<file path="config.mk">
export PLATFORM = sky130hd
export DESIGN_NAME = input_conditioner
export DESIGN_NICKNAME = d
export VERILOG_FILES = /design/src/rtl/input_conditioner.sv
export SDC_FILE = /design/constraint.sdc
export NUM_CORES = 1
export LEC_CHECK = 0
export ABC_AREA = 1
export CAP_MARGIN = 15
export CORE_ASPECT_RATIO = 0.8
export CORE_MARGIN = 5
export CORE_UTILIZATION = 52
export CTS_CLUSTER_SIZE = 28
export DETAILED_ROUTE_END_ITERATION = 8
export PLACE_DENSITY = 0.8
export SYNTH_ARGS = -nofsm -noshare
export SYNTH_HDL_FRONTEND = slang
export SYNTH_SLANG_ARGS = --single-unit
</file>
<file path="constraint.sdc">
create_clock -name clk -period 1.19 [get_ports clk]
set_input_delay 0.238 -clock clk [delete_from_list [all_inputs] [get_ports clk]]
set_output_delay 0.238 -clock clk [all_outputs]
set_load 0.02 [all_outputs]
</file>
<file path="src/rtl/input_conditioner.sv">
// input_conditioner: front-end conditioning for the rotary CLK/DT contacts
// and the push button. Each channel is brought into the clk domain with a
// 2-flop synchroniser, then debounced by a stability counter that only lets
// clean_out follow the synchronised level after STABLE_CYCLES consecutive
// differing samples. Registered single-cycle rise/fall strobes accompany
// every clean_out change.
//
// Optional build macro: INPUT_CONDITIONER_GLITCH_CNT_EN
//   defined   -> glitch_count counts cycles in which at least one channel
//                abandoned a debounce in progress (saturating at 255).
//   undefined -> glitch_count is tied to 8'h00 and no counter exists.
//
// Interface timing: there is no valid/ready handshake. Every output is a
// free-running registered level or one-cycle strobe; consumers sample it
// on every clk edge.
module input_conditioner #(
    parameter int                  CHANNELS      = 3,
    parameter int                  STABLE_CYCLES = 5000,
    parameter int                  CNT_W         = 13,
    parameter logic [CHANNELS-1:0] RESET_LEVEL   = 3'b011
) (
    input  logic                clk,
    input  logic                res_n,
    input  logic [CHANNELS-1:0] raw_in,
    output logic [CHANNELS-1:0] clean_out,
    output logic [CHANNELS-1:0] rise_pulse,
    output logic [CHANNELS-1:0] fall_pulse,
    output logic [7:0]          glitch_count
);

    // Final count value: the sample that reaches it commits the new level.
    localparam logic [CNT_W-1:0] CNT_LAST = CNT_W'(STABLE_CYCLES - 1);

    logic [CHANNELS-1:0] r_s1;
    logic [CHANNELS-1:0] r_s2;
    logic [CHANNELS-1:0] r_clean;
    logic [CHANNELS-1:0] r_rise;
    logic [CHANNELS-1:0] r_fall;
    logic [CNT_W-1:0]    r_cnt [CHANNELS];

    // Two-flop synchroniser; idles at the contacts' resting levels in reset.
    always_ff @(posedge clk or negedge res_n) begin
        if (!res_n) begin
            r_s1 <= RESET_LEVEL;
            r_s2 <= RESET_LEVEL;
        end else begin
            r_s1 <= raw_in;
            r_s2 <= r_s1;
        end
    end

    // Per-channel stability counter: any agreeing sample restarts the count,
    // the STABLE_CYCLES-th consecutive differing sample commits the new level.
    always_ff @(posedge clk or negedge res_n) begin
        if (!res_n) begin
            r_clean <= RESET_LEVEL;
            r_rise  <= '0;
            r_fall  <= '0;
            for (int i = 0; i < CHANNELS; i++) begin
                r_cnt[i] <= '0;
            end
        end else begin
            for (int i = 0; i < CHANNELS; i++) begin
                r_rise[i] <= 1'b0;
                r_fall[i] <= 1'b0;
                if (r_s2[i] == r_clean[i]) begin
                    r_cnt[i] <= '0;
                end else if (r_cnt[i] == CNT_LAST) begin
                    r_clean[i] <= r_s2[i];
                    r_cnt[i]   <= '0;
                    r_rise[i]  <= r_s2[i];
                    r_fall[i]  <= ~r_s2[i];
                end else begin
                    r_cnt[i] <= r_cnt[i] + 1'b1;
                end
            end
        end
    end

    assign clean_out  = r_clean;
    assign rise_pulse = r_rise;
    assign fall_pulse = r_fall;

`ifdef INPUT_CONDITIONER_GLITCH_CNT_EN
    logic [CHANNELS-1:0] w_abort;
    logic [7:0]          r_glitch;

    // A channel aborts when its sample agrees again while a count is pending.
    always_comb begin
        w_abort = '0;
        for (int i = 0; i < CHANNELS; i++) begin
            w_abort[i] = (r_cnt[i] != '0) && (r_s2[i] == r_clean[i]);
        end
    end

    // One increment per cycle with any abort, holding at 255.
    always_ff @(posedge clk or negedge res_n) begin
        if (!res_n) begin
            r_glitch <= 8'h00;
        end else if ((|w_abort) && (r_glitch != 8'hFF)) begin
            r_glitch <= r_glitch + 8'h01;
        end
    end

    assign glitch_count = r_glitch;
`else
    assign glitch_count = 8'h00;
`endif

endmodule

</file>
# [After elaboration in Yosys (flattened, before gate mapping)]
# Cells that the tools add are included.
[totals] register_bits=54 word_cells=46 output_inout_bits=17
[classes] muxes=18 n_addsub=3 n_reduce_logical=3 n_bitwise=6 n_eq_ne=6
[ops] cell="2-to-1 mux 13 bit" count=6
[ops] cell="adder 13 x 1 -> 13 bit, second input constant" count=3
[ops] cell="== test 13 bit, second input constant" count=3
[ops] cell="2-to-1 mux 1 bit" count=12
[ops] cell="NOT 1 bit" count=6
[ops] cell="AND reduction 2 bit" count=3
[ops] cell="== test 1 bit" count=3

# [Logic depth before layout (Yosys ltp)]
# Gate-level depths: netlist of run 1.
[logic_depth] ltp_word=3 ltp_mapped=8 mapped_depth_nobuf=8

# [Worst setup path before layout of run 1]
# No wires, ideal clock.
[synth_path] path_kind="register -> register" startpoint="reg r_clean[1] (netlist: clean_out[1])" endpoint="reg r_cnt[15] in the netlist's numbering" synth_period_minus_slack_ns=1.296 slack_ns=-0.106 path_stages_with_launch=6 n_path_buf=0 t_arrival_ns=1.208 required_time_ns=1.102 cell_sequence="dfstp_2 inv_1 or2_1 nand2_2 inv_1 nor3b_1"
[synth_via] elab_chain_cells=2
[synth_lines] element="start, declared" line="36" source="logic [CHANNELS-1:0] r_clean;"
[synth_lines] element="start signal, assigned by index" line="69" source="r_clean[i] <= r_s2[i];"
[synth_lines] element="== test 1 bit" line="66" source="if (r_s2[i] == r_clean[i]) begin"
[synth_lines] element="2-to-1 mux 13 bit" line="66"
[synth_lines] element="end signal, assigned by index" line="74" source="r_cnt[i] <= r_cnt[i] + 1'b1;"
[synth_lines] element="end, declared" line="39" source="logic [CNT_W-1:0] r_cnt [CHANNELS];"
# Every way passes these cells.
# A chain may end at the register's enable or synchronous reset.

# [Worst setup path after layout of run 1]
[layout_path] startpoint="reg r_cnt[29] in the netlist's numbering" endpoint="reg r_cnt[33] in the netlist's numbering"
[layout_via] elab_chain_cells=3 word_cells_on_any_way=4
[layout_lines] element="adder 13 x 1 -> 13 bit or == test 13 bit (tied branches)" line="74, 68"
[layout_lines] element="2-to-1 mux 13 bit (*)" line="68" source="end else if (r_cnt[i] == CNT_LAST) begin"
[layout_lines] element="2-to-1 mux 13 bit (*)" line="66"
# Mark *: on every way between the ends. The rest lies on a longest branch, timed or not.

==> Flow_metrics.wiki, run 1 <==
{| class="wikitable"
! Metric !! Value
|-
| Mapped cell area || 2700 um2
|-
| Number of violations reported at the end of detailed-routing iteration 0 || 136
|-
| Type of the worst setup path || flip-flop to flip-flop
|-
| Min-Delay Path Depth || 1
|-
| Routability congestion estimate from global placement || 0.890
|-
| Crit share post-route || 1.11
|-
| Post-DP HPWL || 3.84 mm
|-
| Wire length per cell after detailed routing || 14.3 um
|-
| Most common library cell in the layout ignoring fill and taps || nand2_1
|-
| Vertical die dimension || 74.5 um
|-
| Most used cells in the layout excluding fill and tap cells || nand2_1, dfrtp_1, nor2_1
|-
| Portion of the post-synthesis area used by sequential elements || 0.503
|-
| Violated checks || setup timing
|-
| Count of max-cap constraint violations || 0
|-
| Number of warnings issued by yosys || 0
|-
| Area of the core || between 5000 and 6000 um2
|-
| Boundary pin count || 22
|-
| Dominant cell type by area after synthesis || dfrtp_1
|-
| Maximum number of pins on one net before global-route repair || 31
|-
| Worst Min Path Start || raw_in[1]
|-
| CP Max Fanout || 6
|-
| Reported leakage power || 1.62 nW
|-
| Placed cell area || 3090 um2
|-
| Slack of the worst reg-to-reg path || -0.14 ns
|-
| Number of antenna violations at the first check in global routing || 0
|-
| Worst hold endpoint || r_s1[1]
|-
| Synth unique cells || 23
|-
| Type of element launching the critical path || flip-flop
|-
| Filler Cell Count || 330
|-
| GRT Residual Overflow || 0
|-
| Worst ir drop on vdd || 0.607 mV
|-
| Area grow syn2layout || 40.0%
|-
| Fraction of layout instances using a drive strength above 1 || 0.455
|-
| Wire length of the first global-routing pass || 9.85 mm
|-
| Worst path setup slack after routing || -0.136 ns
|-
| Deepest clock path buffer count || 2
|-
| Number of sinks driven by the clock tree || 54
|-
| End-of-flow core utilization || 0.751
|-
| End of the worst register-to-register path || r_cnt[33]
|-
| Post-DRT Antenna Nets || 0
|-
| Number of cell rows || 23
|-
| Chip Width || a little over 90 um
|-
| Non-filler cells in the finished layout || between 400 and 500
|-
| Fin crit period || between 1 and 1.5 ns
|-
| Total routing usage reported by global routing || 0.183
|-
| Overall power of the completed layout || 0.00329 W
|-
| DRT Pass-1 Iters || 5
|-
| Result of the run || finished with violations
|-
| Type of element capturing the critical path || flip-flop
|-
| Clk pin slew, worst setup/hold paths || 0.09 ns
|-
| Post-layout nets || 394
|-
| Worst endpoint data arrival time || approximately 1.5 ns
|-
| Share of the synthesized area in the top cell type || 0.445
|-
| Total number of vias || 2314
|-
| Avg Vias per Cell || 5.15
|-
| Unrepaired setup endpoints after global routing || yes
|-
| H-Tree Depth || 2
|-
| Hold Vio Cnt, Final || 0
|-
| Number of diodes added for antenna fixing || 0
|-
| Total wirelength of the detailed-routed design || approximately 6.4 mm
|-
| Total clock buffers created by CTS || 5
|-
| Data required time of the critical path || 1.39 ns
|-
| Cell count of the worst reg-to-reg path || 6
|-
| Buffer type at the clock tree root || clkbuf_8
|-
| Final Setup Violations || 43
|-
| Slew Viols, Final || 0
|-
| CTS tree || yes
|-
| DRC viols || 0
|-
| Die Outline Area || just under 7000 um2
|-
| Placed cell count || ~430
|-
| Clk Latency, worst-skew pair || ~0.31 ns
|-
| Number of cells produced by synthesis || 325
|-
| Initial core utilization || 0.536
|-
| Number of global-route vias before repair || 2270
|-
| Count of buffers inserted at the top-level ports || 13
|-
| Critical R2R Launch || r_cnt[29]
|-
| FF+latch count, synth || 54
|-
| F_max || 0.754 GHz
|-
| Class of the tightest hold or removal check || primary input to flip-flop
|-
| Biggest area contributors in the synthesized netlist || dfrtp_1, nor2_1, nand2_1, dfstp_2, xor2_1
|-
| Clock tree skew after final layout || 0.0139 ns
|-
| Minimum setup slack after placement || -0.151 ns
|-
| Final instance area || 3780 um2
|-
| Power per standard cell area || 871 nW/um2
|-
| Synthesized area per cell || 8.31 um2
|}
## area by class of cell
class,count,area (um2),share of cell area
multi-input cells,229,1620,0.428
inverters,41,171,0.0453
repair buffers,55,453,0.120
well taps,62,77.6,0.0205
clock inverters,2,12.5,0.00331
clock buffers,6,82.6,0.0218
flip-flops and latches,54,1370,0.361
## flip-flops by register name, indices dropped and copies added (netlist names)
name        flops
rise_pulse      3
fall_pulse      3
r_s1            3
r_s2            3
r_cnt          39
clean_out       3
## critical path: stages (launching register included)
cell and delay (ns):
dfrtp_1 0.47, inv_1 0.14, nand2_1 0.06, nor2_1 0.17, nand3_4 0.17, nand2_4 0.16
nor2_1 0.05
## how the worst max path moves through the flow
stage / from / endpoint / slack [ns]
2_1_floorplan: clean_out[1] / r_cnt[15] / -0.07
3_3_place_gp: clean_out[0] / clean_out[0] / -0.15
3_5_place_dp: clean_out[0] / clean_out[0] / -0.15
4_1_cts: clean_out[1] / r_cnt[15] / -0.12
5_1_grt: r_cnt[29] / r_cnt[33] / -0.18
6_report: r_cnt[29] / r_cnt[33] / -0.14
## per-layer routing
layer  vias to the layer above  part of all wire  global-route usage
li1                       1112                 -                   -
met1                      1110              0.42               0.226
met2                        68              0.51               0.318
met3                        24             0.042              0.0354
met4                         0             0.027              0.0793
met5                         -                 0                   0
## timing repair
item                       4_1_cts  5_1_grt
cloned                           0        0
gates resized for setup         72      100
pin swaps                       24       37
setup endpoints to repair       53       54
hold endpoints to repair         7        0
buffers inserted                 5       10
hold buffers                     1        0
## Yosys cell counts, drive strengths merged
cell type	count
xor2	18
inv	41
nand3	22
nor3b	3
nand2	67
o21ai	2
dfrtp	48
dfstp	6
ha	3
o21bai	1
nand4	10
or2	3
a21oi	8
nor2	84
buf	8
conb	1
## cell families after synthesis
logic type               share of synthesized area
XOR/XNOR                                    0.0584
buffers and inverters                       0.0792
flip-flops                                   0.503
adder cells (fa/ha/maj)                     0.0139
AND/OR/NAND/NOR                              0.320
other                                      0.00139
AO/OA/AOI/OAI                               0.0241
## metrics by stage
stage               TNS (ns)  hold WS, ns
floorplan             -0.321      -0.0576
detailed placement     -3.28        0.140
global placement       -2.07        0.140
global route           -5.57        0.308
finish                 -3.23        0.327
CTS                    -1.85        0.321
## power by group
part / leakage, nW / switching [W] / total [W] / internal (W)
clock: 0.0472 / 0.000610 / 0.00108 / 0.000469
combinational: 0.862 / 0.000175 / 0.000293 / 0.000119
sequential: 0.711 / 0.0000444 / 0.00192 / 0.00187
Power figures use the tool's default switching activity.
==> inputs of run 2 (changes only) <==
--- a/config.mk
+++ b/config.mk
@@ -7,7 +7,6 @@
 export LEC_CHECK = 0
 export ABC_AREA = 1
 export CAP_MARGIN = 15
-export CORE_ASPECT_RATIO = 0.8
 export CORE_MARGIN = 5
 export CORE_UTILIZATION = 52
 export CTS_CLUSTER_SIZE = 28
==> run 2 against run 1 <==
Against the previous run:
- the run still ends with setup timing left
- clock power about the same
- die area fell by 0.13%
- utilization shrank 1.7 points
- sequential share of layout area is 0.50 points higher
- via count decreased by 2.5%
- critical path depth rose by 1
- combinational power fell by 10%
- first-iteration DRC count down 47%
- critical endpoint is now r_cnt[12]
==> Flow_metrics.wiki, run 2 (same netlist as run 1, synthesis figures left out) <==
{| class="wikitable"
! Metric !! Value
|-
| Result of the run || finished with violations
|-
| Buffers and inverters on the worst path || 1
|-
| H-Tree Depth || 2
|-
| Met2 track demand over resource in global routing || 0.333
|-
| Unrepaired setup endpoints after global routing || yes
|-
| Deepest clock path buffer count || 2
|-
| Worst ir drop on vdd || a little under 0.9 mV
|-
| Number of cell rows || 26
|-
| Post-DP HPWL || 3.77 mm
|-
| Final instance area || 3720 um2
|-
| Die Outline Area || 6730 um2
|-
| Avg Vias per Cell || between 4 and 5
|-
| Final Setup Violations || 43
|-
| Fraction of layout instances using a drive strength above 1 || 0.423
|-
| Most common library cell in the layout ignoring fill and taps || nand2_1
|-
| Gr busiest metal || met2
|-
| Fin crit period || between 1 and 1.5 ns
|-
| List of cells traversed by the critical path || ha_4 > nand2_4 > buf_4 > nor2_4 > nand4_1 > nand3_1 > nor2_1
|-
| F_max || between 0.7 and 0.8 GHz
|-
| Non-filler cells in the finished layout || 453
|-
| Type of element capturing the critical path || flip-flop
|-
| Number of global-route vias before repair || 2257
|-
| DRT Pass-1 Iters || 4
|-
| Maximum number of pins on one net before global-route repair || 55
|-
| Total wirelength of the detailed-routed design || ~6 mm
|-
| Routability congestion estimate from global placement || 0.911
|-
| Total number of vias || 2256
|-
| CP Max Fanout || 3
|-
| Most used cells in the layout excluding fill and tap cells || nand2_1, dfrtp_1, nor2_1
|-
| CTS tree || yes
|-
| Clk pwr share || 0.327
|-
| Cell Int Power || 0.00245 W
|-
| Slew Viols, Final || 0
|-
| Chip Width || 82.1 um
|-
| Post-DRT Antenna Nets || 0
|-
| Largest register FFs || 39
|-
| Slowest cell on the critical path || dfrtp_1
|-
| Overall power of the completed layout || between 0.003 and 0.004 W
|-
| Number of sinks driven by the clock tree || 54
|-
| Switching power of the nets || just under 0.0008 W
|-
| Total routing usage reported by global routing || 0.190
|-
| Logic depth of the worst path, buffers included || 7
|-
| Worst path setup slack after routing || -0.123 ns
|-
| Clk pin slew, worst setup/hold paths || 0.09 ns
|-
| Flop pwr share || 0.592
|-
| Type of the worst setup path || flip-flop to flip-flop
|-
| Met3 usage || 0.0362
|-
| Combinational fraction of design power || 0.081
|-
| Number of diodes added for antenna fixing || 0
|-
| Area grow syn2layout || 37.8%
|-
| Vertical die dimension || 82.1 um
|-
| Hold Vio Cnt, Final || 0
|-
| Cell count of the worst reg-to-reg path || 7
|-
| Worst endpoint data arrival time || 1.52 ns
|-
| Placed cell area || ~3100 um2
|-
| Boundary pin count || 22
|-
| Wire length of the first global-routing pass || 9.75 mm
|-
| Area of the core || 5070 um2
|-
| Number of antenna violations at the first check in global routing || 0
|-
| Switching part of the total || 0.244
|-
| DRC viols || 0
|-
| Crit share post-route || 1.10
|-
| GRT Residual Overflow || 0
|-
| Power per standard cell area || 869 nW/um2
|-
| Placed cell count || 440
|-
| Number of violations reported at the end of detailed-routing iteration 0 || 72
|-
| Clock tree skew after final layout || between 0.007 and 0.008 ns
|-
| Count of max-cap constraint violations || 0
|-
| Clk Latency, worst-skew pair || 0.32 ns
|-
| Reported leakage power || between 1.5 and 2 nW
|-
| Filler Cell Count || 373
|-
| Violated checks || setup timing
|-
| Count of buffers inserted at the top-level ports || 13
|-
| Wire length per cell after detailed routing || 13.2 um
|-
| Post-layout nets || slightly below 400
|-
| Class of the tightest hold or removal check || primary input to flip-flop
|-
| Initial core utilization || 0.532
|-
| CP delay by family, top || flip-flops
|-
| Min-Delay Path Depth || 1
|-
| Critical path's largest stage delay || 0.44 ns
|-
| Data required time of the critical path || 1.40 ns
|-
| Met1 global-route usage || 0.226
|-
| Buffer type at the clock tree root || clkbuf_8
|-
| Total clock buffers created by CTS || 5
|-
| End-of-flow core utilization || 0.733
|-
| Most flop-heavy register || r_cnt
|-
| Type of element launching the critical path || flip-flop
|}
## run 2: changes by cell type in the layout (fill, tap and decap cells not counted), sizes merged
cell           before  now
buf                50   47
clkbuf              6    7
clkdlybuf4s15       1    0
clkinvlp            1    0
## run 2: worst paths after layout
check	slack (ns)	start	end
max in group asynchronous	0.46	res_n	clean_out[0]
hold reg to reg	0.36	r_s1[1]	r_s2[1]
setup reg to reg	-0.12	r_cnt[1]	r_cnt[12]
min in group asynchronous	0.44	res_n	r_cnt[16]
setup / recovery	-0.12	r_cnt[1]	r_cnt[12]
hold / removal	0.32	raw_in[1]	r_s1[1]
## run 2: final cells by class
cell class | count | area (um2) | area share
inverter | 41 | 171 | 0.0461
clock buffer | 7 | 86.3 | 0.0232
sequential | 54 | 1360 | 0.367
multi-input combinational | 229 | 1610 | 0.432
tap | 70 | 87.6 | 0.0235
timing repair buffer | 51 | 398 | 0.107
clock inverter | 1 | 5.00 | 0.00134
## run 2: repair_timing
action                                  in CTS  in global routing
endpoints found under the setup margin      51                 54
hold endpoints to repair                    48                  0
resized for setup                           82                 78
hold buffers                                 1                  0
setup buffers                                1                  3
pin swaps                                   23                 24
## run 2: per-layer routing
metal / up-vias / wire, um
li1: 1100 / -
met1: 1090 / 2410
met2: 50 / 3200
met3: 16 / 212
met4: 0 / 169
met5: - / 0
## run 2: through the flow
step	worst slack [ns]	TNS, ns	hold slack (ns)
floorplan	-0.0700	-0.321	-0.0576
global placement	-0.159	-2.20	0.251
detailed placement	-0.166	-3.27	0.256
CTS	-0.113	-2.34	0.313
global route	-0.169	-5.41	0.324
finish	-0.123	-2.61	0.321
## run 2: worst register-to-register path, delay by kind of cell (launching register included)
family	cells	cell delay (ns)
buffers and inverters	1	0.15
AND/OR/NAND/NOR	5	0.42
flip-flops	1	0.44
adder cells (fa/ha/maj)	1	0.20
## run 2: power by group through the flow
stage | combinational, W | sequential, W | clock (W)
finish | 0.000263 | 0.00191 | 0.00106
floorplan | 0.000115 | 0.00193 | 0
global route | 0.000294 | 0.00192 | 0.00117
CTS | 0.000213 | 0.00190 | 0.00109
global placement | 0.000180 | 0.00193 | 0
detailed placement | 0.000187 | 0.00193 | 0
==> inputs of run 3 (changes only) <==
--- a/config.mk
+++ b/config.mk
@@ -8,10 +8,10 @@
 export ABC_AREA = 1
 export CAP_MARGIN = 15
 export CORE_MARGIN = 5
-export CORE_UTILIZATION = 52
+export CORE_UTILIZATION = 60
 export CTS_CLUSTER_SIZE = 28
 export DETAILED_ROUTE_END_ITERATION = 8
-export PLACE_DENSITY = 0.8
+export PLACE_DENSITY = 0.87
 export SYNTH_ARGS = -nofsm -noshare
 export SYNTH_HDL_FRONTEND = slang
 export SYNTH_SLANG_ARGS = --single-unit
==> constraint.sdc (replaced) <==
create_clock -name clk -period 1.55 [get_ports clk]
set_input_delay 0.31 -clock clk [delete_from_list [all_inputs] [get_ports clk]]
set_output_delay 0.31 -clock clk [all_outputs]
set_load 0.02 [all_outputs]
==> run 3 against run 2 <==
Against the previous run:
- cell count shrank 12%
- register-to-register slack gained 0.25 ns
- sequential share of layout area grew 9.2 points
- the flow now finishes without violations
- via count shrank 9.0%
- wire length shrank 20%
- total power shrank 27%
==> Flow_metrics.wiki, run 3 (same netlist as run 1, synthesis figures left out) <==
{| class="wikitable"
! Metric !! Value
|-
| Result of the run || complete, no violations
|-
| Most flop-heavy register || r_cnt
|-
| Combinational fraction of design power || 0.054
|-
| Crit share post-route || 0.952
|-
| CP Max Fanout || 2
|-
| Class of the tightest hold or removal check || flip-flop to flip-flop
|-
| F_max || 0.677 GHz
|-
| Critical path's largest stage delay || 0.54 ns
|-
| Routability congestion estimate from global placement || 0.914
|-
| Slew Viols, Final || 0
|-
| Total routing usage reported by global routing || 0.178
|-
| Boundary pin count || 22
|-
| Chip Width || 77.1 um
|-
| Fin crit period || 1.48 ns
|-
| Fraction of layout instances using a drive strength above 1 || 0.112
|-
| Buffers and inverters on the worst path || 1
|-
| Total clock buffers created by CTS || 5
|-
| Hold Vio Cnt, Final || 0
|-
| Deepest clock path buffer count || 2
|-
| Total Neg Setup Slack || 0 ns
|-
| Most common library cell in the layout ignoring fill and taps || nor2_1
|-
| Power per standard cell area || 793 nW/um2
|-
| List of cells traversed by the critical path || dlygate4sd2_1
|-
| Type of element capturing the critical path || primary output
|-
| Buffer type at the clock tree root || clkbuf_8
|-
| CTS tree || yes
|-
| Clk pwr share || 0.326
|-
| Overall power of the completed layout || 0.00235 W
|-
| Initial core utilization || 0.620
|-
| Clk pin slew, worst setup/hold paths || 0.10 ns
|-
| Count of max-cap constraint violations || 0
|-
| # Post-CTS Setup Buffers || 0
|-
| Switching part of the total || 0.236
|-
| Number of antenna violations at the first check in global routing || 0
|-
| Worst ir drop on vdd || 0.619 mV
|-
| GRT Residual Overflow || 0
|-
| Worst path setup slack after routing || roughly 0.074 ns
|-
| Post-DP HPWL || 3.52 mm
|-
| Number of cell rows || 24
|-
| Number of global-route vias before repair || 2066
|-
| Avg Vias per Cell || 5.15
|-
| Minimum setup slack after placement || 0.139 ns
|-
| Cell Int Power || 0.00180 W
|-
| Unrepaired setup endpoints after global routing || no
|-
| Most used cells in the layout excluding fill and tap cells || nor2_1, nand2_1, dfrtp_1
|-
| Number of violations reported at the end of detailed-routing iteration 0 || 143
|-
| Non-filler cells in the finished layout || 399
|-
| Number of diodes added for antenna fixing || 0
|-
| Area of the core || about 4400 um2
|-
| Worst endpoint data arrival time || 1.17 ns
|-
| Switching power of the nets || 0.000555 W
|-
| H-Tree Depth || 2
|-
| Slowest cell on the critical path || dfstp_2
|-
| Count of buffers inserted at the top-level ports || 13
|-
| Number of sinks driven by the clock tree || 54
|-
| Post-layout nets || 354
|-
| Area grow syn2layout || 9.73%
|-
| Flop pwr share || 0.620
|-
| Final Setup Violations || 0
|-
| End-of-flow core utilization || 0.680
|-
| Vertical die dimension || between 70 and 80 um
|-
| Total number of vias || roughly 2100
|-
| Wire length per cell after detailed routing || 12.0 um
|-
| Post-DRT Antenna Nets || 0
|-
| Placed cell count || 390
|-
| DRT Pass-1 Iters || 4
|-
| Clock tree skew after final layout || ~0.012 ns
|-
| Total wirelength of the detailed-routed design || 4.78 mm
|-
| Type of the worst setup path || flip-flop to primary output
|-
| Maximum number of pins on one net before global-route repair || 55
|-
| Die Outline Area || 5940 um2
|-
| Reported leakage power || 1.37 nW
|-
| DRC viols || 0
|-
| Type of element launching the critical path || flip-flop
|-
| CP delay by family, top || flip-flops
|-
| Wire length of the first global-routing pass || between 8 and 9 mm
|-
| Clk Latency, worst-skew pair || 0.31 ns
|-
| Data required time of the critical path || 1.24 ns
|-
| Largest register FFs || 39
|}
[run 3: cell count changes in the layout (fill, tap and decap cells not counted), sizes merged]
cell,before,now
buf,47,2
clkbuf,7,6
clkinv,1,0
clkinvlp,0,2
dlygate4sd2,0,9
[run 3: worst paths after layout]
kind                              startpoint            to  slack, ns  cells after the start
worst min-delay path                 r_s1[0]       r_s2[0]       0.36                      0
worst max-delay path            clean_out[1]  clean_out[1]       0.07                      1
max in group asynchronous              res_n       r_s2[1]       0.74                      3
worst max register to register      r_cnt[0]      r_cnt[1]       0.13                      6
worst min register to register       r_s1[0]       r_s2[0]       0.36                      0
min in group asynchronous              res_n       r_s1[2]       0.50                      3
[run 3: power by group through the flow]
stage	combinational [W]	sequential [W]	clock, W
after floorplan	0.0000862	0.00148	0
after global placement	0.000122	0.00148	0
after detailed placement	0.000127	0.00148	0
after CTS	0.000129	0.00146	0.000800
after global routing	0.000148	0.00146	0.000874
final	0.000126	0.00146	0.000767
[run 3: routing by layer]
metal  part of all wire  GRT usage
met1               0.45      0.219
met2               0.50      0.304
met3              0.040     0.0445
met4              0.013     0.0619
met5                  0          0
[run 3: final cells by class]
| class | count | area [um2] |
|---|---|---|
| inverter | 41 | 154 |
| clock inverter | 2 | 15.0 |
| clock buffer | 6 | 72.6 |
| multi-input combinational | 229 | 1150 |
| fill | 354 | 1390 |
| timing repair buffer | 15 | 144 |
| sequential | 54 | 1360 |
| tap | 52 | 65.1 |
[run 3: repair_timing]
item,4_1_cts,5_1_grt
hold endpoints to repair,48,0
hold buffers,1,0
gates resized for setup,9,0
endpoints found under the setup margin,9,0
[run 3: through the flow]
step                instance area [um2]  hold slack, ns
CTS                                2960           0.362
global placement                   2880           0.321
detailed placement                 2880           0.328
floorplan                          2730          0.0144
global route                       2960           0.369
finish                             2960           0.361
